$ cat src/rtl/lsu.sv
// Load/store unit: accepts one MEM-stage access, checks alignment, runs a req/ack
// word-addressed memory transaction and returns the extended load data.
module lsu (
    input  logic        clk,
    input  logic        rst,
    input  logic        req_valid,
    output logic        req_ready,
    input  logic        req_we,
    input  logic [1:0]  req_align,
    input  logic        req_sign,
    input  logic [31:0] req_addr,
    input  logic [31:0] req_wdata,
    output logic        busy,
    output logic        rsp_valid,
    output logic [31:0] rsp_rdata,
    output logic [1:0]  rsp_exc,
    output logic        mem_req,
    output logic        mem_we,
    output logic [31:0] mem_addr,
    output logic [3:0]  mem_be,
    output logic [31:0] mem_wdata,
    input  logic        mem_ack,
    input  logic [31:0] mem_rdata
);

    localparam int unsigned DW = 32;

    localparam logic [1:0] ALIGN_WORD = 2'b00;
    localparam logic [1:0] ALIGN_HALF = 2'b01;
    localparam logic [1:0] ALIGN_BYTE = 2'b10;

    localparam logic [1:0] EXC_ADEL = 2'b01;
    localparam logic [1:0] EXC_ADES = 2'b10;

    typedef enum logic [1:0] {
        IDLE   = 2'd0,
        ACCESS = 2'd1,
        RESP   = 2'd2
    } state_t;

    state_t          state, state_d;
    logic [1:0]      align_q, off_q;
    logic            sign_q;
    logic            misaligned_c;
    logic [3:0]      be_c;
    logic [DW-1:0]   wdata_c, load_c;
    logic [15:0]     half_c;
    logic [7:0]      byte_c;
    logic            accept_c;

    assign accept_c = (state == IDLE) && req_valid;

    // Alignment check, byte lanes and lane-replicated store data for the incoming request
    always_comb begin
        misaligned_c = 1'b0;
        be_c         = 4'b0000;
        wdata_c      = '0;
        case (req_align)
            ALIGN_WORD: begin
                misaligned_c = |req_addr[1:0];
                be_c         = 4'b1111;
                wdata_c      = req_wdata;
            end
            ALIGN_HALF: begin
                misaligned_c = req_addr[0];
                be_c         = req_addr[1] ? 4'b1100 : 4'b0011;
                wdata_c      = {2{req_wdata[15:0]}};
            end
            ALIGN_BYTE: begin
                be_c    = 4'b0001 << req_addr[1:0];
                wdata_c = {4{req_wdata[7:0]}};
            end
            default: misaligned_c = 1'b1;
        endcase
    end

    // Lane selection and extension of the returned read word
    always_comb begin
        half_c = off_q[1] ? mem_rdata[31:16] : mem_rdata[15:0];
        case (off_q)
            2'd0:    byte_c = mem_rdata[7:0];
            2'd1:    byte_c = mem_rdata[15:8];
            2'd2:    byte_c = mem_rdata[23:16];
            default: byte_c = mem_rdata[31:24];
        endcase
        case (align_q)
            ALIGN_WORD: load_c = mem_rdata;
            ALIGN_HALF: load_c = {{16{sign_q & half_c[15]}}, half_c};
            ALIGN_BYTE: load_c = {{24{sign_q & byte_c[7]}}, byte_c};
            default:    load_c = '0;
        endcase
    end

    always_ff @(posedge clk or negedge rst) begin
        if (!rst) state <= IDLE;
        else      state <= state_d;
    end

    always_comb begin
        state_d = state;
        case (state)
            IDLE:    if (req_valid) state_d = misaligned_c ? RESP : ACCESS;
            ACCESS:  if (mem_ack) state_d = RESP;
            RESP:    state_d = IDLE;
            default: state_d = IDLE;
        endcase
    end

    // Registered outputs, loaded from the next state and the accepted request
    always_ff @(posedge clk or negedge rst) begin
        if (!rst) begin
            req_ready <= 1'b1;
            busy      <= 1'b0;
            rsp_valid <= 1'b0;
            rsp_rdata <= '0;
            rsp_exc   <= '0;
            mem_req   <= 1'b0;
            mem_we    <= 1'b0;
            mem_addr  <= '0;
            mem_be    <= '0;
            mem_wdata <= '0;
            align_q   <= '0;
            off_q     <= '0;
            sign_q    <= 1'b0;
        end else begin
            req_ready <= (state_d == IDLE);
            busy      <= (state_d != IDLE);
            rsp_valid <= (state_d == RESP);
            mem_req   <= (state_d == ACCESS);
            rsp_rdata <= '0;
            rsp_exc   <= '0;
            if (accept_c) begin
                align_q <= req_align;
                off_q   <= req_addr[1:0];
                sign_q  <= req_sign;
                if (misaligned_c) begin
                    rsp_exc <= req_we ? EXC_ADES : EXC_ADEL;
                end else begin
                    mem_we    <= req_we;
                    mem_addr  <= {req_addr[31:2], 2'b00};
                    mem_be    <= be_c;
                    mem_wdata <= wdata_c;
                end
            end
            if ((state == ACCESS) && mem_ack && !mem_we) rsp_rdata <= load_c;
        end
    end

endmodule

$ cat config.mk
export PLATFORM = sky130hd
export DESIGN_NAME = lsu
export DESIGN_NICKNAME = d
export VERILOG_FILES = /design/src/rtl/lsu.sv
export SDC_FILE = /design/constraint.sdc
export NUM_CORES = 1
export LEC_CHECK = 0
export CAP_MARGIN = 20
export CORE_ASPECT_RATIO = 0.6
export CORE_MARGIN = 4
export CORE_UTILIZATION = 28
export CTS_BUF_LIST = sky130_fd_sc_hd__clkbuf_8
export CTS_CLUSTER_SIZE = 28
export DETAILED_ROUTE_END_ITERATION = 10
export DONT_BUFFER_PORTS = 1
export PLACE_DENSITY_LB_ADDON = 0.08
export SLEW_MARGIN = 20
export SYNTH_ARGS = -nofsm -noshare
export SYNTH_HDL_FRONTEND = slang
export SYNTH_SLANG_ARGS = --single-unit
$ cat constraint.sdc
create_clock -name clk -period 2 [get_ports clk]
set_input_delay 0.1 -clock clk [delete_from_list [all_inputs] [get_ports clk]]
set_output_delay 0.1 -clock clk [all_outputs]
set_load 0.01 [all_outputs]
==> out/metrics.cfg <==
[power]
p_leak_uw = 0.00282
switching_share_pct = 35.5
p_sw_uw = 2380
p_int_uw = 4330
p_seq_share_pct = 55.4
p_comb_share_pct = 25.3
power_density_nw_per_um2 = 1050
pwr-share-clk_pct = 19.3
finalPower_uw = 6710
ir_drop_mv = 0.357

[logic_synthesis]
synth_mux_area_share_pct = 23.1
yosys.area.top_type = dfrtp_1
synth-main-ff-cell = dfrtp_1
synthSimpleGateAreaFrac_pct = 7.39
synth.most_common_cell = dfrtp_1
avgSynthCellArea_um2 = 12.3
ys_ff_latch = 112
synth_compound_area_share_pct = 10.3
ys_seq_area_share_pct = 54.5
synth-xor-area-share_pct = 0
ys_warn_count = 0
synth_cell_types = 44
synth_area_um2 = 5150
syn_inst = 419
synth_common_cells = 111 x dfrtp_1, 65 x mux2_2, 43 x nand2_1, 29 x o21ai_0, 26 x a21oi_1
yosys-top-cells-area = dfrtp_1 54%, mux2_2 14%, mux2i_1 4.9%
synth_fa_ha_area_share_pct = 0
yosysTopAreaCellShare_pct = 54.0
synth-edff-count = 0
async_reset_ff_share_pct = 100
synth_top_family_by_area = multiplexers

[floorplanning]
die_w_um = 183
rows = 38
fp.coreArea_um2 = 18100
die_area_um2 = 20700
start_util_pct = 28.5
die_h_um = 113
io_pins = 211

[final_layout]
drive_gt1_share_pct = 24.0
area_delta_synth_final_pct = 24.3
n_fill_cell = 1838
final_nets = 603
n_antenna_cell = 0
final_cell_count_no_fill = 744

[status]
status = finished, violations left
violations = negative hold slack

[clock_network]
cts_resized = 0
cts_setup_buffers = 0
clk_path_buf_depth = 2
tritoncts = done
path_clk_slew_ns = 0.10
cts_max_level = 3
cts_inserted_buffers = 9
clock_latency_ns = 0.38
cts_hold_repair.buffers = 82
clock_sinks = 112
root_buffer = clkbuf_8

[worst_setup_path]
r2r-start = state[0]
path_class = reg -> reg
startpoint_type = flop
r2r-end = mem_addr[4]
cp_max_fo = 27
cp-end-kind = flop
arrival_ns = 2.02
ff2ff_path_depth = 4
cp_data_required_time_ns = 2.27
r2r_slack_ns = 0.25

[sta]
setup_viol = 0
maxSlewHeadroom_pct = 45.9
drv_slew = 0
tns_ns = 0
timing.fmax_mhz = 570
fin_ws_ns = 0.247
tightestPinTransition_ns = 0.810
rsz0062_at_grt = false
hold_viol_final = 112
clock-skew-final_ns = 0.0160
min_period_ns = 1.75
period_share_pct = 87.6
hold_ws_ns = -0.594

[global_route]
grt_pass1_vias = 3815
grt_max_degree = 113
overflow = 0
grt_first_pass_wirelength_um = 24100
antenna_found_initial = 0
grt.total_usage_pct = 15.3

[hold_path]
hold_class = in -> async

[drt]
drc = 0
first_pass_iters = 5
drt_wl_total_um = 16000
vias = 3595
via_per_inst = 4.83
routedWlPerCell_um = 21.5
drtAntennaViolNets = 0
initialDrtViolationCount = 189

[place]
placedCellCount = 646
gp_congestion = 0.763
dp.final_hpwl_um = 10400
io_buffers = 0
place_ws_ns = 0.237

[flow_run]
cap_viol_max_count = 0

==> layout make-up <==
cell class	instances	area, um2	share of cell area [%]
Tap cell	240	300	4.69
Clock buffer	10	138	2.15
Sequential cell	112	2800	43.8
Inverter	13	48.8	0.763
Multi-Input combinational cell	266	2110	32.9
Timing Repair Buffer	97	958	15.0
Clock inverter	6	41.3	0.646
==> worst max-delay path by stage <==
stage / from / endpoint / slack (ns)
floorplan: state[1] / mem_addr[12] / 0.32
global placement: state[0] / mem_addr[7] / 0.27
detailed placement: state[0] / mem_addr[2] / 0.24
CTS: state[0] / mem_addr[2] / 0.23
global route: state[0] / mem_be[2] / 0.15
finish: state[0] / mem_addr[4] / 0.25
==> sequential cells by signal (all words and copies together), names as in the netlist, 2 cells and up <==
signal,cells
mem_wdata,32
state,2
rsp_exc,2
rsp_rdata,32
mem_addr,30
off_q,2
mem_be,4
align_q,2
==> layer usage <==
metal / wire length [um] / vias up / GRT usage (%)
met5: 0 / - / 0
met4: 183 / 0 / 3.17
li1: - / 1629 / -
met1: 7430 / 1790 / 22.0
met3: 1670 / 14 / 5.88
met2: 6700 / 162 / 21.8
==> through the flow <==
stage          hold WS, ns  utilization (%)  instance area [um2]
6_report            -0.594             35.4                 6400
5_1_grt             -0.656             35.4                 6400
4_1_cts             -0.640             35.4                 6400
3_5_place_dp        -0.193             29.9                 5400
3_3_place_gp        -0.193             29.9                 5400
2_1_floorplan       -0.196                -                 5150
==> layout by cell type (no fill, tap or decap), drive strengths merged, types with 2 or more instances in the layout <==
cell type and instances:
clkinvlp 2, conb 2, mux2 79, buf 15
nor2b 3, o21ai 29, nor2 18, a222oi 7
dfrtp 111, nor3 3, dlygate4sd3 82, clkbuf 10
nand2 44, inv 16, a31oi 4, mux2i 25
a21oi 33, or3b 2
==> critical path, stage by stage, from the launching register on <==
cell     delay, ns
dfrtp_1       0.39
or3b_4        0.43
nor2_8        0.21
buf_12        0.23
mux2_2        0.36
==> cells by family (layout without fill, tap and decap cells) <==
group,after synthesis,after routing
flip-flops,112,112
multiplexers,105,105
AO/OA/AOI/OAI,80,80
AND/OR/NAND/NOR,79,79
buffers and inverters,42,126
other,1,2
==> power by group through the flow <==
stage	Clock [uW]	Combinational, uW	Sequential [uW]
CTS	1400	1700	3730
global route	1490	1860	3810
global placement	0	1500	3790
floorplan	0	1290	3540
detailed placement	0	1540	3780
finish	1290	1700	3720
(Power assumes the default switching activity.)
